**config.mk**
```make
export PLATFORM = sky130hd
export DESIGN_NAME = tcam_ctrl7x64
export DESIGN_NICKNAME = d
export VERILOG_FILES = /design/src/rtl/tcam_ctrl7x64.sv
export SDC_FILE = /design/constraint.sdc
export NUM_CORES = 1
export LEC_CHECK = 0
export CORE_MARGIN = 5
export CORE_UTILIZATION = 35
export DETAILED_ROUTE_END_ITERATION = 16
export DONT_BUFFER_PORTS = 1
export PLACE_DENSITY_LB_ADDON = 0.05
export SETUP_SLACK_MARGIN = 0.5
export SKIP_LAST_GASP = 1
export SLEW_MARGIN = 10
export SYNTH_ARGS = -nofsm -noshare
export SYNTH_HDL_FRONTEND = slang
export SYNTH_SLANG_ARGS = --single-unit
```
**constraint.sdc**
```tcl
create_clock -name in_clk -period 2.2 [get_ports in_clk]
set_clock_uncertainty 0.2 [all_clocks]
set_input_delay 0.55 -clock in_clk [delete_from_list [all_inputs] [get_ports in_clk]]
set_output_delay 0.55 -clock in_clk [all_outputs]
set_load 0.005 [all_outputs]
```
**src/rtl/tcam_ctrl7x64.sv**
```systemverilog
// tcam_ctrl7x64: request sequencer for the 7-bit-key x 64-entry SRAM-backed TCAM.
// SEARCH reads one row pair and priority-encodes it; WRITE/DELETE sweep all 128
// rows, read-modify-writing the entry's bit in the half that holds it.
module tcam_ctrl7x64 #(
    parameter int RD_LAT = 1
) (
    input  logic        in_clk,
    input  logic        in_rst,
    input  logic        in_req_valid,
    output logic        out_req_ready,
    input  logic [1:0]  in_req_op,
    input  logic [6:0]  in_req_key,
    input  logic [6:0]  in_req_mask,
    input  logic [5:0]  in_req_idx,
    output logic        out_rsp_valid,
    output logic        out_rsp_hit,
    output logic [5:0]  out_rsp_idx,
    output logic [63:0] out_rsp_vec,
    output logic        out_busy,
    output logic        out_tcam_csb,
    output logic        out_tcam_web,
    output logic [3:0]  out_tcam_wmask,
    output logic [7:0]  out_tcam_addr,
    output logic [31:0] out_tcam_wdata,
    input  logic [63:0] in_tcam_rdata
);

    typedef enum logic [2:0] {IDLE, S_RD, S_WAIT, RSP, P_RD, P_WAIT, P_WR} state_t;

    localparam logic [1:0] OP_SEARCH = 2'd0;
    localparam logic [1:0] OP_WRITE  = 2'd1;
    localparam logic [1:0] OP_DELETE = 2'd2;
    localparam int WCW = (RD_LAT > 1) ? $clog2(RD_LAT) : 1;
    localparam logic [WCW-1:0] WLAST = WCW'(RD_LAT - 1);

    state_t         state_q, state_d;
    logic [6:0]     a_q, a_d;
    logic [WCW-1:0] wcnt_q, wcnt_d;
    logic [1:0]     op_q, op_d;
    logic [6:0]     key_q, key_d, mask_q, mask_d;
    logic [5:0]     idx_q, idx_d;

    logic           ready_q, busy_q;
    logic           csb_q, csb_d, web_q, web_d;
    logic [3:0]     wmask_q, wmask_d;
    logic [7:0]     addr_q, addr_d;
    logic [31:0]    wdata_q, wdata_d;
    logic           rv_q, rv_d, hit_q, hit_d;
    logic [5:0]     ridx_q, ridx_d;
    logic [63:0]    vec_q, vec_d;

    logic [31:0]    half;
    logic           bit_b;

    // Lowest set bit wins; returns 0 for an all-zero vector.
    function automatic logic [5:0] lsb_idx(input logic [63:0] v);
        lsb_idx = '0;
        for (int i = 63; i >= 0; i--)
            if (v[i]) lsb_idx = 6'(i);
    endfunction

    // Next state plus next registered outputs; outputs reflect the state being entered.
    always_comb begin
        state_d = state_q;
        a_d     = a_q;
        wcnt_d  = wcnt_q;
        op_d    = op_q;
        key_d   = key_q;
        mask_d  = mask_q;
        idx_d   = idx_q;
        csb_d   = 1'b1;
        web_d   = 1'b1;
        wmask_d = 4'd0;
        addr_d  = 8'd0;
        wdata_d = 32'd0;
        rv_d    = 1'b0;
        hit_d   = 1'b0;
        ridx_d  = 6'd0;
        vec_d   = 64'd0;
        half    = idx_q[5] ? in_tcam_rdata[63:32] : in_tcam_rdata[31:0];
        bit_b   = (op_q == OP_WRITE) && (((a_q ^ key_q) & mask_q) == 7'd0);

        case (state_q)
            IDLE: if (in_req_valid && ready_q) begin
                op_d   = in_req_op;
                key_d  = in_req_key;
                mask_d = in_req_mask;
                idx_d  = in_req_idx;
                a_d    = 7'd0;
                case (in_req_op)
                    OP_SEARCH: begin
                        state_d = S_RD;
                        csb_d   = 1'b0;
                        addr_d  = {1'b0, in_req_key};
                    end
                    OP_WRITE, OP_DELETE: begin
                        state_d = P_RD;
                        csb_d   = 1'b0;
                        addr_d  = 8'd0;
                    end
                    default: begin
                        state_d = RSP;
                        rv_d    = 1'b1;
                    end
                endcase
            end
            S_RD: begin
                state_d = S_WAIT;
                wcnt_d  = '0;
            end
            S_WAIT: begin
                if (wcnt_q == WLAST) begin
                    state_d = RSP;
                    rv_d    = 1'b1;
                    vec_d   = in_tcam_rdata;
                    hit_d   = |in_tcam_rdata;
                    ridx_d  = lsb_idx(in_tcam_rdata);
                end else begin
                    wcnt_d = wcnt_q + WCW'(1);
                end
            end
            RSP: state_d = IDLE;
            P_RD: begin
                state_d = P_WAIT;
                wcnt_d  = '0;
            end
            P_WAIT: begin
                if (wcnt_q == WLAST) begin
                    state_d = P_WR;
                    csb_d   = 1'b0;
                    web_d   = 1'b0;
                    addr_d  = {idx_q[5], a_q};
                    wmask_d = 4'b0001 << idx_q[4:3];
                    wdata_d = half;
                    wdata_d[idx_q[4:0]] = bit_b;
                end else begin
                    wcnt_d = wcnt_q + WCW'(1);
                end
            end
            P_WR: begin
                if (a_q == 7'd127) begin
                    state_d = RSP;
                    rv_d    = 1'b1;
                    ridx_d  = idx_q;
                end else begin
                    a_d     = a_q + 7'd1;
                    state_d = P_RD;
                    csb_d   = 1'b0;
                    addr_d  = {1'b0, 7'(a_q + 7'd1)};
                end
            end
            default: state_d = IDLE;
        endcase
    end

    // State, latched request and output registers; reset abandons any sweep in flight.
    always_ff @(posedge in_clk) begin
        if (in_rst) begin
            state_q <= IDLE;
            a_q     <= '0;
            wcnt_q  <= '0;
            op_q    <= '0;
            key_q   <= '0;
            mask_q  <= '0;
            idx_q   <= '0;
            ready_q <= 1'b1;
            busy_q  <= 1'b0;
            csb_q   <= 1'b1;
            web_q   <= 1'b1;
            wmask_q <= '0;
            addr_q  <= '0;
            wdata_q <= '0;
            rv_q    <= 1'b0;
            hit_q   <= 1'b0;
            ridx_q  <= '0;
            vec_q   <= '0;
        end else begin
            state_q <= state_d;
            a_q     <= a_d;
            wcnt_q  <= wcnt_d;
            op_q    <= op_d;
            key_q   <= key_d;
            mask_q  <= mask_d;
            idx_q   <= idx_d;
            ready_q <= (state_d == IDLE);
            busy_q  <= (state_d != IDLE);
            csb_q   <= csb_d;
            web_q   <= web_d;
            wmask_q <= wmask_d;
            addr_q  <= addr_d;
            wdata_q <= wdata_d;
            rv_q    <= rv_d;
            hit_q   <= hit_d;
            ridx_q  <= ridx_d;
            vec_q   <= vec_d;
        end
    end

    assign out_req_ready  = ready_q;
    assign out_busy       = busy_q;
    assign out_tcam_csb   = csb_q;
    assign out_tcam_web   = web_q;
    assign out_tcam_wmask = wmask_q;
    assign out_tcam_addr  = addr_q;
    assign out_tcam_wdata = wdata_q;
    assign out_rsp_valid  = rv_q;
    assign out_rsp_hit    = hit_q;
    assign out_rsp_idx    = ridx_q;
    assign out_rsp_vec    = vec_q;

endmodule

```
Word level (Yosys, flattened, before mapping) --
Cells that the tools add are included.
Word-level totals: register bits after elaboration 153, input bits 89, output and inout port bits 120, logic and storage cells 153
Operators by class: $add $sub $neg 2, magnitude comparators 2, equal/unequal tests 11, shift operators 1, multiplexer cells 95, bitwise gates (word level) 4, reductions and logical operators 20
Operator list (count):
- $mux 6 | 66
- $reduce_or 64->1 | 1
- $mux 7 | 5
- $bwmux 32 | 1
- $mux 32 | 1
- $pmux 8 s3 | 1
- $pmux 3 s6 | 1
- $pmux 7 s2 | 1
- $mux 3 | 4
- $pmux 6 s2 | 1
- $eq 3x3->1 const B | 3
- $reduce_or 3->1 | 3
- $mux 1 | 8
- $mux 8 | 1
- $reduce_or 2->1 | 4
- $add 7x1->7 const B | 1
- $and 7x7->7 | 1
- $eq 7x7->1 const B | 1
- $logic_not 7->1 | 1
- $xor 7x7->7 | 1
- $logic_not 3->1 | 2
- $lt 5x6->1 const B | 1
- $pmux 1 s3 | 2
- $pmux 3 s2 | 1
- 17 further kinds | 23

Longest topological paths before layout --
Gate-level depths: netlist of the first run.
depth in word-level cells 66, gate-level depth with buffers 8, depth with buffers taken out 7

Least setup slack after synthesis of the first run --
OpenSTA, ideal clock, no wires.
path kind in2reg, start in in_tcam_rdata[32], end reg hit_q (netlist: out_rsp_hit), library setup time 125 ps, data arrival time 1816 ps, data required time 1875 ps, slack 59 ps, cell stages on the path 4, path buffers 0, cells stage by stage or4_4 -> nor4b_4 -> nand2_1 -> o41a_1
Between the ends: longest elaborated chain between the ends 1
RTL lines:
- start, declared | line 25 | input logic [63:0] in_tcam_rdata
- $reduce_or 64->1 | line 116 | hit_d = |in_tcam_rdata;
- end signal, assigned | line 193 | hit_q <= hit_d;
- end, declared | line 48 | logic rv_q, rv_d, hit_q, hit_d;
No other way between the ends. A chain may end at the register's enable or synchronous reset.

Worst setup path after layout of the first run --
start reg state_q[2], end reg mask_q[4]
Between the ends: longest elaborated chain between the ends 2
RTL lines:
- start, declared | line 36 | state_t state_q, state_d;
- start signal, assigned | line 178 | state_q <= state_d;
- $logic_not 3->1 | line 83 | case (state_q)
- $reduce_and 2->1 (no line)
- end signal, assigned | line 183 | mask_q <= mask_d;
- end, declared | line 40 | logic [6:0] key_q, key_d, mask_q, mask_d;
No other way between the ends.

==> results.py, run 1 <==
metrics = {
    "run_status": {
        "status": "finished, final reports clean",
    },
    "floorplanning": {
        "num_rows": 49,
        "initial_core_util": 0.359,
        "fp.coreArea_sq_mm": 0.0181,
        "die_area_sq_mm": 0.0214,
        "io-pin-count": 209,
        "die_y_um": 146,
        "die-width_um": 146,
    },
    "clock_network": {
        "insertion_delay_ps": 440,
        "cts_root_buffer": "clkbuf_16",
        "cts_tree": "done",
        "clk_pin_slew_ps": 60,
        "h-tree-depth": 4,
        "numCtsBuffers": 17,
        "cts_buffer_depth": 2,
        "cts.sinks": 152,
    },
    "synthesis": {
        "synth_flop_cell": "dfxtp_1",
        "ys_seq_area_frac": 0.467,
        "synth_top_area_share": 0.467,
        "syn_avg_cell_area_sq_um": 8.55,
        "post_synth_num_cell_types": 61,
        "ys_top_cells_by_area": "dfxtp_1, a21oi_1, nor2_1",
        "synth_cells": 762,
        "syn_nets": 855,
        "synth_edf_count": 0,
        "ys_async_sr_fraction": 0,
        "synth.largest_area_cell": "dfxtp_1",
        "synth-seq-cells": 152,
        "syn_area_sq_mm": 0.00651,
        "ys.warnings.count": 0,
    },
    "sta": {
        "min_period_over_period": 0.840,
        "fin_crit_ps": 1850,
        "setup_viol": 0,
        "worst_pin_slew_ps": 541,
        "slew_violations": 0,
        "slew_headroom": 0.629,
        "rsz0062_at_grt": "true",
        "fmax_mhz": 541,
        "hold_viol": 0,
    },
    "worst_setup_path": {
        "cp_slowest_cell": "or4_4",
        "worst_path_largest_cell_delay_ps": 620,
        "cp-end-kind": "flop",
        "cp_data_arrival_time_ps": 1960,
        "criticalPathCategory": "reg2reg",
        "path_buf_inv": 3,
        "cp-start-kind": "flop",
        "critPathTopFamily": "simple AND/OR/NAND/NOR gates",
        "cp_cell_sequence": "buf_6, or4_4, buf_12, clkbuf_16, nand2_4, a21oi_2",
        "required_ps": 2320,
        "cp_max_fo": 5,
    },
    "global_route": {
        "grt_first_pass_wirelength_um": 36100,
        "grt_max_degree": 53,
        "track_usage": 0.220,
        "grt_pass1_vias": 5875,
        "grt-ovfl-total": 0,
        "antenna_found_initial": 0,
    },
    "finish": {
        "design_area_sq_mm": 0.00879,
        "drive_gt1_frac": 0.304,
        "syn2layout_area_growth_pct": 35.0,
        "antenna_cells": 0,
        "fin_cells": 1049,
        "mostFrequentLayoutCells": "dfxtp_1, nor2_1, nand2_1",
        "final_nets": 901,
        "final_common_cell": "dfxtp_1",
    },
    "route": {
        "wl_met3_um": 1960,
        "drc": 0,
        "drt_iter0_markers": 366,
        "first_pass_iters": 5,
        "wl_met2_um": 12300,
        "viasPerCell": 5.67,
        "wl_um": 24400,
        "wl_met1_um": 9250,
        "dr.max_layer_used": "met4",
        "wire_per_inst_um": 23.3,
        "vias": 5944,
        "ant_nets": 0,
    },
    "place": {
        "gp_congestion": 0.834,
        "dp_hpwl_um": 17300,
        "placed_cells": 973,
        "placed_cell_area_sq_mm": 0.00693,
        "port_buffers": 0,
    },
    "job": {
        "cap_viol_max_count": 0,
    },
    "power": {
        "p_leak_uw": 0.00340,
        "vdd_drop_max_v": 0.000551,
        "power.density_mw_per_mm2": 956,
    },
    "worst_hold_path": {
        "hp-class": "in2reg",
    },
}
[worst paths after layout]
check,start,end,slack (ps),cells after the start
min,in_rst,out_tcam_csb$_SDFF_PP1_,30,1
min reg2reg,op_q[1]$_SDFFE_PP0P_,op_q[1]$_SDFFE_PP0P_,280,2
max,state_q[2]$_SDFF_PP0_,mask_q[4]$_SDFFE_PP0P_,350,6
max reg2reg,state_q[2]$_SDFF_PP0_,mask_q[4]$_SDFFE_PP0P_,350,6
[sequential cells by signal (all words and copies together) (netlist names)]
signal,cells
a_q,7
idx_q,6
key_q,7
mask_q,7
op_q,2
out_busy,1
out_req_ready,1
out_rsp_hit,1
out_rsp_idx,6
out_rsp_valid,1
out_rsp_vec,64
out_tcam_addr,8
out_tcam_csb,1
out_tcam_wdata,32
out_tcam_web,1
out_tcam_wmask,4
state_q,3
[kinds of logic (layout without fill, tap and decap cells)]
family,count (synthesis),count (layout),share of synthesized area
compound gates,173,173,0.165
xor+xnor,7,7,0.00941
fa+ha+maj,4,4,0.00768
buf+inv,66,124,0.0449
flops,152,152,0.467
mux,31,31,0.0476
simple gates,329,329,0.258
[power by group]
| group | switching (uW) | leakage, uW | internal (uW) | total [uW] |
|---|---|---|---|---|
| sequential | 222 | 0.00124 | 2980 | 3200 |
| combinational | 1190 | 0.00187 | 1070 | 2260 |
| clock | 1200 | 0.000283 | 1760 | 2960 |
| total | 2610 | 0.00340 | 5800 | 8410 |
[area by class of cell]
cell class | instances | area, sq um
Clock inverter | 11 | 120
Inverter | 19 | 73.8
Timing Repair Buffer | 74 | 918
Clock buffer | 20 | 468
Multi-Input combinational cell | 544 | 3850
Tap cell | 229 | 287
Fill cell | 1689 | 9350
Sequential cell | 152 | 3080
[layer usage]
layer	global-route usage	vias up
met4	0.0917	0
met1	0.248	2845
met2	0.378	237
met5	0	-
met3	0.0775	49
li1	-	2813
[metrics by stage]
stage / hold WS (ps) / utilization / setup slack (ps) / setup TNS [ps] / power (uW)
after CTS: 20.9 / 0.449 / 361 / 0 / 8000
after floorplan: 231 / - / 59.4 / 0 / 4130
final: 30.1 / 0.485 / 352 / 0 / 8410
after global routing: 19.7 / 0.485 / 267 / 0 / 8770
after detailed placement: 249 / 0.382 / -49.5 / -66.4 / 4520
after global placement: 244 / 0.382 / -42.6 / -42.6 / 4510
[cells in the mapped netlist, types with 3 or more instances]
cell type	n
dfxtp_1	152
buf_6	3
nand2b_1	7
nand3b_1	3
nor4_1	12
buf_2	9
ha_1	4
nand4_1	3
a211o_1	3
nor2_1	91
o21ai_0	19
nand3_1	9
nor2b_1	4
o31ai_1	8
xor2_1	7
a22oi_1	5
or4_1	3
nand2_1	82
a21oi_1	71
a2111oi_0	3
a211oi_1	12
mux2i_1	31
nor3_1	34
a31oi_1	22
o211ai_1	3
o21a_1	3
or4_4	6
nor3b_1	5
buf_1	3
o21bai_1	3
o31a_1	3
inv_1	18
and3_1	54
o21ai_1	5
clkbuf_1	31
[worst reg2reg max path, delay by kind of cell, from the launching register on]
family	cells	cell delay [ps]
AO/OA/AOI/OAI	1	40
flip-flops	1	360
AND/OR/NAND/NOR	2	670
buffers and inverters	3	460
[timing repair]
| action | CTS | global route |
|---|---|---|
| endpoints found under the setup margin | 79 | 77 |
| cloned | 6 | 3 |
| buffers inserted | 19 | 15 |
| hold endpoints to repair | 33 | 0 |
| gates resized for setup | 66 | 113 |
| hold buffers | 2 | 0 |
| pin swaps | 31 | 59 |
No activity file was read; power rests on OpenSTA's default activity.
==> run 2: changes to the inputs <==
==> constraint.sdc (replaced) <==
create_clock -name in_clk -period 1.7 [get_ports in_clk]
set_clock_uncertainty 0.2 [all_clocks]
set_input_delay 0.425 -clock in_clk [delete_from_list [all_inputs] [get_ports in_clk]]
set_output_delay 0.425 -clock in_clk [all_outputs]
set_load 0.005 [all_outputs]
==> results.py, run 2 (same netlist as run 1, synthesis figures left out) <==
metrics = {
    "run_status": {
        "status": "finished with violations",
        "violations": "negative hold slack, negative setup slack",
    },
    "route": {
        "drt_iter0_markers": 356,
        "drc": 0,
        "viasPerCell": 5.44,
        "wire_per_inst_um": 21.9,
        "vias": 6452,
        "wl_um": 26000,
        "first_pass_iters": 5,
        "ant_nets": 0,
    },
    "sta": {
        "fmax_mhz": 534,
        "fin_ws_ps": -172,
        "setup_viol": 71,
        "min_period_over_period": 1.10,
        "fin_crit_ps": 1870,
        "slew_headroom": 0.633,
        "hold_viol": 36,
        "fin_setup_tns_ps": -4520,
        "slew_violations": 0,
        "holdWs_ps": -149,
        "worst_pin_slew_ps": 551,
        "rsz0062_at_grt": "true",
    },
    "floorplanning": {
        "initial_core_util": 0.359,
        "die-width_um": 146,
        "fp.coreArea_sq_mm": 0.0181,
        "die_y_um": 146,
        "num_rows": 49,
        "die_area_sq_mm": 0.0214,
        "io-pin-count": 209,
    },
    "place": {
        "gp_congestion": 0.878,
        "dp_worst_setup_slack_ps": -391,
        "port_buffers": 0,
        "dp_hpwl_um": 18100,
    },
    "clock_network": {
        "insertion_delay_ps": 430,
        "postCtsHoldBufs": 63,
        "cts_buffer_depth": 2,
        "cts.sinks": 152,
        "clk_pin_slew_ps": 60,
        "h-tree-depth": 4,
        "cts_root_buffer": "clkbuf_16",
        "cts_tree": "done",
        "numCtsBuffers": 17,
    },
    "worst_setup_path": {
        "cp_max_fo": 3,
        "cp_slowest_cell": "dfxtp_4",
        "worst_path_largest_cell_delay_ps": 370,
        "required_ps": 1860,
        "path_buf_inv": 1,
        "cp-end-kind": "flop",
        "critPathTopFamily": "simple AND/OR/NAND/NOR gates",
        "cp-start-kind": "flop",
        "cp_cell_sequence": "ha_4, nand3_4, nor3_4, a21oi_2, nor4_2, buf_4, o211ai_1, nand2_1",
        "cp_data_arrival_time_ps": 2030,
        "criticalPathCategory": "reg2reg",
    },
    "job": {
        "cap_viol_max_count": 0,
    },
    "global_route": {
        "grt_max_degree": 53,
        "track_usage": 0.235,
        "grt-ovfl-total": 0,
        "grt_first_pass_wirelength_um": 39300,
        "antenna_found_initial": 0,
        "grt_pass1_vias": 6681,
    },
    "finish": {
        "drive_gt1_frac": 0.514,
        "largest_reg_flops": 64,
        "final_nets": 1037,
        "mostFrequentLayoutCells": "dfxtp_2, buf_4, nor2_1",
        "final_common_cell": "dfxtp_2",
        "register_area_sq_mm": 0.00323,
        "multi_input_area_sq_mm": 0.00425,
        "syn2layout_area_growth_pct": 63.6,
        "num-fill-cells": 1556,
        "antenna_cells": 0,
    },
    "worst_hold_path": {
        "hp-class": "in2reg",
    },
    "power": {
        "power.density_mw_per_mm2": 1120,
        "vdd_drop_max_v": 0.000679,
        "p_total_uw": 12000,
        "p_leak_uw": 0.00424,
    },
}
run 2: final timing paths:
path                             start                   endpoint  slack [ps]  cells after the start
hold reg to reg   op_q[0]$_SDFFE_PP0P_       op_q[0]$_SDFFE_PP0P_         270                      2
hold / removal                  in_rst        a_q[4]$_SDFFE_PP0P_        -150                      1
setup / recovery   a_q[0]$_SDFFE_PP0P_  out_rsp_idx[0]$_SDFF_PP0_        -170                      8
setup reg to reg   a_q[0]$_SDFFE_PP0P_  out_rsp_idx[0]$_SDFF_PP0_        -170                      8
run 2: layout make-up:
type,instances,share of cell area
Sequential cell,152,0.303
Tap cell,229,0.0269
Clock buffer,22,0.0446
Clock inverter,10,0.0155
Inverter,19,0.00693
Multi-Input combinational cell,544,0.399
Timing Repair Buffer,210,0.204
run 2: timing repair:
| item | CTS | global route |
|---|---|---|
| hold endpoints to repair | 99 | 36 |
| cloned | 6 | 0 |
| buffers inserted | 34 | 13 |
| gates resized for setup | 239 | 137 |
| setup endpoints to repair | 272 | 272 |
| pin swaps | 62 | 62 |
run 2: power breakdown:
part | switching, uW | internal [uW]
sequential | 255 | 3880
combinational | 1870 | 1850
clock | 1530 | 2590
total | 3650 | 8320
run 2: per-stage QoR:
stage / hold slack, ps / cells / util / instance area (sq um)
after floorplan: 231 / 762 / - / 7020
after global placement: 247 / 1038 / 0.421 / 7640
after detailed placement: 250 / 1038 / 0.421 / 7640
after CTS: -162 / 1173 / 0.552 / 10000
after global routing: -170 / 1186 / 0.587 / 10700
final: -149 / 1186 / 0.587 / 10700
run 2: per-layer routing:
layer,global-route usage,share of wire,vias to the layer above,routed length [um]
met4,0.0960,0.033,0,859
met3,0.0818,0.076,46,1970
li1,-,-,3093,-
met5,0,0,-,0
met2,0.404,0.50,227,13000
met1,0.267,0.39,3086,10100
